<file path="config.mk">
export PLATFORM = sky130hd
export DESIGN_NAME = serial_adder
export DESIGN_NICKNAME = d
export VERILOG_FILES = /design/src/rtl/serial_adder.sv
export SDC_FILE = /design/constraint.sdc
export NUM_CORES = 1
export LEC_CHECK = 0
export ABC_AREA = 1
export CORE_MARGIN = 4
export CORE_UTILIZATION = 30
export DETAILED_ROUTE_END_ITERATION = 8
export GPL_ROUTABILITY_DRIVEN = 1
export PLACE_DENSITY = 0.56
export SYNTH_ARGS = -nofsm -noshare
export SYNTH_HDL_FRONTEND = slang
export SYNTH_SLANG_ARGS = --single-unit
export TNS_END_PERCENT = 1
</file>
<file path="constraint.sdc">
create_clock -name clk -period 1.23 [get_ports clk]
set_input_delay 0.3075 -clock clk [delete_from_list [all_inputs] [get_ports clk]]
set_output_delay 0.3075 -clock clk [all_outputs]
set_load 0.1 [all_outputs]
</file>
<file path="src/rtl/serial_adder.sv">
// Bit-serial WIDTH-bit adder, LSB first, with a start/busy/done handshake.
// Define SERIAL_ADDER_SUB_EN to add a `sub` port that selects a - b (two's complement).

module half_adder (
    input  logic x_i,
    input  logic y_i,
    output logic s_o,
    output logic c_o
);
    assign s_o = x_i ^ y_i;
    assign c_o = x_i & y_i;
endmodule

module serial_adder #(
    parameter int WIDTH = 8
) (
    input  logic             clk,
    input  logic             rst,
    input  logic             start,
    input  logic [WIDTH-1:0] a,
    input  logic [WIDTH-1:0] b,
`ifdef SERIAL_ADDER_SUB_EN
    input  logic             sub,
`endif
    output logic             busy,
    output logic             done,
    output logic [WIDTH-1:0] sum,
    output logic             carry_out
);
    localparam int CW = (WIDTH > 2) ? $clog2(WIDTH) : 1;

    typedef enum logic [1:0] {
        IDLE = 2'd0,
        RUN  = 2'd1,
        DONE = 2'd2
    } state_t;

    state_t            state_q;
    logic [WIDTH-1:0]  a_sh_q;
    logic [WIDTH-1:0]  b_sh_q;
    logic [WIDTH-1:0]  acc_q;
    logic [WIDTH-1:0]  acc_d;
    logic [WIDTH-1:0]  sum_q;
    logic [CW-1:0]     bit_cnt_q;
    logic              c_q;
    logic              carry_out_q;
    logic              busy_q;
    logic              done_q;

    logic              s_lo;
    logic              c_lo;
    logic              s_bit;
    logic              c_hi;
    logic              c_next;
    logic [WIDTH-1:0]  b_load;
    logic              c_load;

    // One full-add slice: two half adders, carries merged with an OR.
    half_adder u_ha_lo (.x_i(a_sh_q[0]), .y_i(b_sh_q[0]), .s_o(s_lo),  .c_o(c_lo));
    half_adder u_ha_hi (.x_i(s_lo),      .y_i(c_q),       .s_o(s_bit), .c_o(c_hi));

    assign c_next = c_lo | c_hi;
    assign acc_d  = {s_bit, acc_q[WIDTH-1:1]};

`ifdef SERIAL_ADDER_SUB_EN
    // Subtraction is a + ~b + 1: invert B and seed the carry with 1.
    assign b_load = sub ? ~b : b;
    assign c_load = sub;
`else
    assign b_load = b;
    assign c_load = 1'b0;
`endif

    // NOTE: all state, including the datapath shift registers, uses non-blocking
    // assignments and is cleared by reset so an aborted add leaves nothing behind.
    always_ff @(posedge clk) begin
        if (rst) begin
            state_q     <= IDLE;
            a_sh_q      <= '0;
            b_sh_q      <= '0;
            acc_q       <= '0;
            sum_q       <= '0;
            bit_cnt_q   <= '0;
            c_q         <= 1'b0;
            carry_out_q <= 1'b0;
            busy_q      <= 1'b0;
            done_q      <= 1'b0;
        end else begin
            case (state_q)
                IDLE, DONE: begin
                    done_q <= 1'b0;
                    if (start) begin
                        state_q   <= RUN;
                        busy_q    <= 1'b1;
                        a_sh_q    <= a;
                        b_sh_q    <= b_load;
                        c_q       <= c_load;
                        bit_cnt_q <= '0;
                        acc_q     <= '0;
                    end else begin
                        state_q <= IDLE;
                        busy_q  <= 1'b0;
                    end
                end
                RUN: begin
                    acc_q     <= acc_d;
                    c_q       <= c_next;
                    a_sh_q    <= {1'b0, a_sh_q[WIDTH-1:1]};
                    b_sh_q    <= {1'b0, b_sh_q[WIDTH-1:1]};
                    bit_cnt_q <= bit_cnt_q + CW'(1);
                    if (bit_cnt_q == CW'(WIDTH - 1)) begin
                        state_q     <= DONE;
                        busy_q      <= 1'b0;
                        done_q      <= 1'b1;
                        sum_q       <= acc_d;
                        carry_out_q <= c_next;
                    end
                end
                default: begin
                    state_q <= IDLE;
                    busy_q  <= 1'b0;
                    done_q  <= 1'b0;
                end
            endcase
        end
    end

    assign busy      = busy_q;
    assign done      = done_q;
    assign sum       = sum_q;
    assign carry_out = carry_out_q;

endmodule

</file>
Yosys cells after proc, flatten, opt, wreduce, memory -nomap -nowiden
Index checks and enable logic that the tools add are counted.
- bits in registers: 41
- latch bits: 0
- bits in writable memories: 0
- bits in read-only memories: 0
- input port bits: 19
- output and inout bits: 11
- logic and storage cells: 44
- memories kept: 0
- add/subtract/negate cells: 1
- $mul: 0
- div/mod/pow operators: 0
- order comparisons: 0
- eq/ne operators: 5
- shift-type cells: 0
- muxes and demuxes: 16
- bitwise gates (word level): 6
- reductions and logical operators: 6
- operators with widths (cell ; count):
    8-bit one-hot mux with 2 select lines ; 3
    8-bit 2-to-1 mux ; 3
    3-bit one-hot mux with 2 select lines ; 1
    1-bit 2-to-1 mux ; 4
    2-bit inequality test, second input constant ; 2
    1-bit one-hot mux with 2 select lines ; 2
    2-bit one-hot mux with 2 select lines ; 1
    2-bit AND reduction ; 2
    2-bit OR reduction ; 2
    3-bit by 1-bit adder with 3-bit output, second input constant ; 1
    3-bit == test, second input constant ; 1
    3-bit 2-to-1 mux ; 1
    1-bit AND ; 2
    2-bit by 1-bit == test with 1-bit output, second input constant ; 1
    2-bit == test, second input constant ; 1
    2-bit logical NOT ; 1
    2-bit 2-to-1 mux ; 1
    2-bit nonzero test ; 1
    1-bit bitwise XOR ; 2
    1-bit NOT ; 1
    1-bit OR ; 1

Depth between registers and ports, before layout
Gate-level depths: netlist of run 1.
- word-level depth: 4
- gate-level depth with buffers: 7

Modules after synthesis
A second synthesis of run 1 with hierarchy kept.
- cells, all modules: 246
- area total of the unflattened synthesis: 1830.5 sq um
- by module, submodules not included (module ; times used ; cells an instance ; area each (sq um)):
    serial_adder ; 1 ; 244 ; 1805.5
    half_adder ; 2 ; 1 ; 12.5

Worst setup path before layout of run 1
No wires, ideal clock.
- path type: register to register
- from: register, netlist name done
- to: register done_q (netlist: done)
- library setup time: 78 ps
- arrival time: 1197 ps
- path slack: -45 ps
- stages on the path, launching flop included: 3
- period minus slack after synthesis: 1275 ps
- cell sequence: dfxtp_1 > nor2_1 > nor3_1
- RTL lines (item ; RTL line ; source):
    end signal, assigned ; 87 ; done_q <= 1'b0;
    end signal, assigned ; 91 ; done_q <= 1'b0;
    end signal, assigned ; 114 ; done_q <= 1'b1;
    end, declared ; 48 ; logic done_q;

Worst setup path after layout of run 1
- from: register a_sh_q[0]
- to: register sum_q[7] (netlist: sum[7])
- word-level cells in the longest chain between the ends: 2
- ends and longest elaborated chain (item ; RTL line ; source):
    start, declared ; 39 ; logic [WIDTH-1:0] a_sh_q;
    start signal, assigned ; 108 ; a_sh_q <= {1'b0, a_sh_q[WIDTH-1:1]};
    1-bit bitwise XOR (2 in series) ; 10 ; assign s_o = x_i ^ y_i;
    named net s_bit ; 52 ; logic s_bit;
    end signal, assigned ; 82 ; sum_q <= '0;
    end signal, assigned ; 115 ; sum_q <= acc_d;
    end, declared ; 43 ; logic [WIDTH-1:0] sum_q;
The timed path passes the listed nets, and every way through them passes these cells.
A chain may end at the register's enable or synchronous reset.

==> results of run 1 <==
timing repair:
item                                    in CTS  in global routing
endpoints found under the setup margin       1                 17
pin swaps                                    0                  1
gates resized for setup                      0                  6
report_power, final:
| group | internal (uW) | switching [uW] |
|---|---|---|
| sequential | 1360 | 27.3 |
| clock | 385 | 419 |
| combinational | 233 | 267 |
| total | 1980 | 713 |
layout make-up:
type                            count  share of cell area, %
Inverter                           25                   3.89
Multi-Input combinational cell    165                   33.7
Clock buffer                        6                   2.93
Sequential cell                    40                   32.4
Tap cell                           75                   3.79
Clock inverter                      1                  0.202
Timing Repair Buffer               48                   23.1
per-layer routing:
metal	global-route usage (%)	part of all wire [%]	vias to the layer above	wire length, um
met2	17.6	44	24	1630
met1	13.6	51	687	1870
met4	5.18	2.1	0	77
li1	-	-	858	-
met3	2.11	2.9	6	106
met5	0	0	-	0
flip-flops by register name, summed over array words and instances (netlist names), 2 cells and up:
| signal | flops |
|---|---|
| a_sh_q | 8 |
| b_sh_q | 8 |
| sum | 8 |
| acc_q | 7 |
| bit_cnt_q | 3 |
| state_q | 2 |
synth_stat cells:
cell type,n
nand3_1,36
buf_6,6
fa_1,1
nor2_1,34
buf_4,2
o21ai_0,2
a21oi_1,14
nand2_4,1
inv_1,23
dfxtp_1,40
ha_1,2
nand2_8,1
o21ai_2,4
nor3_1,1
inv_2,1
a21oi_2,1
o22ai_1,5
clkbuf_2,1
nand2_2,2
inv_4,1
nand2_1,55
nand3b_1,5
clkbuf_1,1
buf_2,4
nor2_4,1
logic make-up after synthesis:
kind of cell               after synthesis  share of synthesized area, %
and+or+nand+nor                        136                          33.6
adders and majority gates                3                          2.47
buffers and inverters                   39                          11.4
AOI/OAI and AO/OA                       26                          8.52
DFF                                     40                          44.0
worst paths after layout:
path | endpoint | slack, ps | cells after the start | start
worst max-delay path | sum[7]$_SDFFE_PP0P_ | 20 | 3 | a_sh_q[0]$_SDFFE_PP0P_
worst min-delay path | acc_q[1]$_SDFFE_PP0P_ | 480 | 2 | acc_q[1]$_SDFFE_PP0P_
worst max register to register | sum[7]$_SDFFE_PP0P_ | 20 | 3 | a_sh_q[0]$_SDFFE_PP0P_
worst min register to register | acc_q[1]$_SDFFE_PP0P_ | 480 | 2 | acc_q[1]$_SDFFE_PP0P_
through the flow:
stage	power (uW)	setup TNS, ps	setup WS (ps)
2_1_floorplan	1750	-91.6	-44.7
3_3_place_gp	1910	-3800	-156
3_5_place_dp	1910	-4310	-185
4_1_cts	2730	-5.59	-5.59
5_1_grt	2860	-11.3	-11.3
6_report	2690	0	24.8
critical path, delay by kind of cell, from the launching register on:
kind / cells / cell delay, ps
and+or+nand+nor: 1 / 100
adders and majority gates: 1 / 590
AOI/OAI and AO/OA: 1 / 130
DFF: 1 / 330
==> key figures, run 1 <==
Clock tree
  • CTS sink cnt: 40
  • Setup Buffers After CTS: 0
  • Max Root-Sink Buffers: 2
  • Hold-fix buffers, CTS: 0
  • CTS clk-pin slew, worst paths: 80 ps
  • Num CTS Buffers: 5
  • H-tree depth: 2
  • CTS tree: done
  • Clock Tree Root: clkbuf_8
  • Worst-Skew Late Latency: 290 ps

Logic synthesis
  • Mapped Nets: approximately 270
  • Synth cell types: 25
  • Top cells by area, synth: dfxtp_1, nand2_1, nand3_1, nor2_1, inv_1
  • Post-synthesis sequential area ratio: between 40% and 50%
  • Yosys reg bits: 40
  • Synth top area share: between 40% and 50%
  • Synth Warn #: 0
  • Gate Count Post-Synth: ~240
  • Cell taking the most area after synthesis: dfxtp_1
  • Post-synthesis area per instance: 7.46 um2
  • Post-Syn Area: approximately 1800 um2

Placed design
  • Placed Area: roughly 2400 um2
  • Placer congestion estimate: around 0.74
  • IO Port Bufs: 29
  • Cells after DPL: between 300 and 400
  • Hpwl dp: about 2.6 mm

Setup path
  • Cell Chain, Critical Path: fa_1 > nand3_1 > a21oi_1
  • Max Fanout on Critical Path: 2
  • CP Data Arrival Time: 1430 ps
  • Setup Crit Path Kind: reg2reg
  • Slowest CP cell: fa_1
  • CP peak stage delay: a little under 600 ps
  • Startpoint class of the critical path: flop
  • Crit end category: flop
  • Data required time of the worst path: ~1500 ps

Finish
  • Area of the multi-input gates: between 800 and 900 um2
  • Commonest cells after routing, fill and taps aside: nand2_1, dfxtp_1, nand3_1
  • Share of cells above drive strength 1: 18.2%
  • Fin util: about two fifths
  • Final Instance Area: about 2500 um2
  • Register area: approximately 800 um2
  • Inserted Diodes: 0
  • Area delta synth->final: 36.1%
  • Nets: around 310
  • Fin cells: 360
  • Most common cell after layout, fill and taps aside: nand2_1
  • FILL cells: 608

Routing
  • DRT Pass-1 Iters: 4
  • DRC: 0
  • WL final: roughly 3.7 mm
  • WL/cell: slightly above 10 um
  • Post-route ant nets: 0
  • DR vias: 1,575
  • DR iter-0 viols: 88
  • Via density: between 4 and 5

Power and ir drop
  • Worst VDD drop: 0.385 mV
  • Lkg Pwr: between 0.001 and 0.0015 uW
  • PwrDens: about 1100 nW/um2

Floorplanning
  • Initial Utilization: 30.7%
  • Std cell rows: 28
  • IO Count: 30
  • Die area: 7380 um2
  • Die Span Y: roughly 86 um
  • Core box area: ~5900 um2
  • Die Wd: 85.9 um

GRT
  • Initial antenna violation count: 0
  • Global-route wire length before repair: ~6.5 mm
  • Largest net degree at the start of global routing: 31
  • Vias in the first global route: ~1,500
  • Global Route Usage Sum: 10.8%
  • Total gr overflow: 0

Timing
  • Pin slew with the least headroom to its limit: between 150 and 200 ps
  • Peak Freq: 830 MHz
  • Final Cycle Share: between 90% and 100%
  • Max-slew headroom: 86.7%
  • Hold_ws: 481 ps
  • RSZ-0062 raised after global routing: yes
  • Min Tclk post-route: between 1000 and 1500 ps
  • Final Hold Vio Count: 0
  • Fin Clk Skew: ~6.7 ps
  • Slew Viols, Final: 0
  • Setup Viol. Count Final: 0

Job
  • Max Cap Viol: 0

Min path
  • Hold Path Class: reg2reg

Status
  • Outcome: complete, no violations
Power figures use the tool's default switching activity.
==> run 2, diff against run 1 <==
CORE_UTILIZATION = 52   (was 30)
GPL_ROUTABILITY_DRIVEN = 0   (was 1)
PLACE_DENSITY = 0.84   (was 0.56)
SKIP_CTS_REPAIR_TIMING = 1   (was unset)
==> run 2 against run 1 <==
  * Via count increased by 1.3%
  * Largest power group unchanged
  * First-iteration DRC count is 17% higher
  * Clock power up 3.0%
  * Routed wire length is 4.8% lower
  * Largest cell class unchanged
==> key figures, run 2 (synthesis gave the netlist of run 1 again) <==
Setup path
  • Buf+Inv Stages, Crit Path: 1 (was 0)
  • Crit path max-delay family: flip-flops (was adder cells)
  • CP peak stage delay: 390 ps (was 590 ps)
  • CP Data Arrival Time: 920 ps (was 1430 ps)
  • Cell Chain, Critical Path: buf_12 (was fa_1 > nand3_1 > a21oi_1)
  • Startpoint class of the critical path: flop (unchanged)
  • Slowest CP cell: dfxtp_1 (was fa_1)
  • Max Fanout on Critical Path: 2 (unchanged)
  • Setup Crit Path Kind: reg2out (was reg2reg)
  • Crit end category: output port (was flop)
  • Data required time of the worst path: 920 ps (was 1460 ps)

Power and ir drop
  • Worst VDD drop: 0.953 mV (was 0.385 mV)
  • Overall Power: 2710 uW (was 2690 uW)
  • Clk network pwr share: 30.6% (was 29.9%)
  • Sequential Power Share: 51.5% (about the same)
  • Lkg Pwr: 0.00104 uW (was 0.00106 uW)
  • Net switching power: 696 uW (was 713 uW)
  • Logic pwr share: 17.9% (was 18.5%)
  • Pint: 2010 uW (was 1980 uW)
  • PwrDens: 1120 nW/um2 (was 1090 nW/um2)
  • Sw frac: 25.7% (was 26.5%)

Floorplanning
  • Die area: 4510 um2 (was 7380 um2)
  • Initial Utilization: 54.1% (was 30.7%)
  • Die Span Y: 67.2 um (was 85.9 um)
  • Core box area: 3360 um2 (was 5920 um2)
  • IO Count: 30 (unchanged)
  • Die Wd: 67.2 um (was 85.9 um)
  • Std cell rows: 21 (was 28)

Routing
  • Post-route ant nets: 0 (unchanged)
  • DR vias: 1,595 (was 1,575)
  • DR iter-0 viols: 103 (was 88)
  • DRC: 0 (unchanged)
  • WL/cell: 10.7 um (was 10.2 um)
  • DRT Pass-1 Iters: 4 (unchanged)
  • Via density: 4.89 (was 4.38)
  • WL final: 3.50 mm (was 3.68 mm)

Timing
  • Hold_ws: 480 ps (was 481 ps)
  • Max-slew headroom: 86.2% (was 86.7%)
  • Final Cycle Share: 99.9% (was 98.0%)
  • Fin Clk Skew: 10.7 ps (was 6.67 ps)
  • Setup Viol. Count Final: 0 (unchanged)
  • Pin slew with the least headroom to its limit: 206 ps (was 197 ps)
  • Slew Viols, Final: 0 (unchanged)
  • RSZ-0062 raised after global routing: yes (unchanged)
  • Final Hold Vio Count: 0 (unchanged)
  • Peak Freq: 814 MHz (was 830 MHz)
  • Min Tclk post-route: 1230 ps (was 1210 ps)

Finish
  • Area delta synth->final: 32.4% (was 36.1%)
  • FILL cells: 266 (was 608)
  • Fin cells: 326 (was 360)
  • Final Instance Area: 2410 um2 (was 2480 um2)
  • Most common cell after layout, fill and taps aside: nand2_1 (unchanged)
  • Nets: 301 (was 307)
  • Commonest cells after routing, fill and taps aside: nand2_1, nand3_1, nor2_1 (was nand2_1, dfxtp_1, nand3_1)
  • Fin util: 71.7% (was 41.8%)
  • Share of cells above drive strength 1: 21.8% (was 18.2%)
  • Inserted Diodes: 0 (unchanged)

Placed design
  • Cells after DPL: 318 (was 353)
  • Hpwl dp: 2.57 mm (was 2.64 mm)
  • Placed Area: 2300 um2 (was 2370 um2)
  • IO Port Bufs: 29 (unchanged)

Clock tree
  • Worst-Skew Late Latency: 350 ps (was 290 ps)
  • Num CTS Buffers: 5 (unchanged)
  • CTS tree: done (unchanged)
  • Clock Tree Root: clkbuf_4 (was clkbuf_8)
  • H-tree depth: 2 (unchanged)
  • Max Root-Sink Buffers: 2 (unchanged)
  • CTS sink cnt: 40 (unchanged)
  • CTS clk-pin slew, worst paths: 110 ps (was 80 ps)

GRT
  • Global-route wire length before repair: 6.03 mm (was 6.52 mm)
  • GR met3 Demand/Resource: 4.49% (was 2.11%)
  • Initial antenna violation count: 0 (unchanged)
  • Vias in the first global route: 1,427 (was 1,484)
  • Largest net degree at the start of global routing: 31 (unchanged)
  • Top Usage Layer GRT: met2 (unchanged)
  • Met2 usage: 28.8% (was 17.6%)
  • Grt met1 use: 21.5% (was 13.6%)
  • Total gr overflow: 0 (unchanged)
  • Global Route Usage Sum: 17.4% (was 10.8%)

Min path
  • Hold Path Class: reg2reg (unchanged)

Job
  • Max Cap Viol: 0 (unchanged)

Status
  • Outcome: complete, no violations (unchanged)
run 2: changes by cell type in the layout (fill, tap and decap cells not counted), sizes merged:
cell | before | now
bufinv | 0 | 1
buf | 30 | 24
run 2: per-stage QoR:
stage / setup TNS (ps) / setup slack, ps
after floorplan: -91.6 / -44.7
after global placement: -3220 / -140
after detailed placement: -3930 / -204
after CTS: -150 / -50.6
after global routing: -478 / -67.3
final: 0 / 1.08
run 2: cell type report:
class	count	area [um2]	area share, %
clock inverters	2	35.0	1.45
well taps	46	57.6	2.39
repair buffers	42	536	22.2
clock buffers	6	41.3	1.71
multi-input cells	165	823	34.2
inverters	25	96.3	4.00
flip-flops and latches	40	821	34.1
run 2: power groups by stage:
| stage | combinational [uW] | sequential (uW) | clock [uW] |
|---|---|---|---|
| floorplan | 324 | 1430 | 0 |
| global placement | 470 | 1420 | 0 |
| detailed placement | 480 | 1420 | 0 |
| CTS | 482 | 1390 | 840 |
| global route | 537 | 1400 | 900 |
| finish | 484 | 1390 | 829 |
run 2: tightest hold or removal path: stages, from the launching register on:
cell	delay, ps
dfxtp_1	320
nand3_1	70
a21oi_1	60
run 2: final timing paths:
check | from | endpoint | slack, ps | cells past startpoint
worst min-delay path | acc_q[1]$_SDFFE_PP0P_ | sum[0]$_SDFFE_PP0P_ | 480 | 2
worst min register to register | acc_q[1]$_SDFFE_PP0P_ | sum[0]$_SDFFE_PP0P_ | 480 | 2
worst max-delay path | sum[4]$_SDFFE_PP0P_ | sum[4] | 1 | 1
worst max register to register | bit_cnt_q[0]$_SDFFE_PP0P_ | busy$_SDFFE_PP0P_ | 10 | 6
run 2: layer usage:
layer	share of wire (%)	wire length, um	vias to the layer above
met5	0	0	-
met4	1.5	54	0
met3	5.2	183	7
met2	49	1720	30
met1	44	1550	711
li1	-	-	847
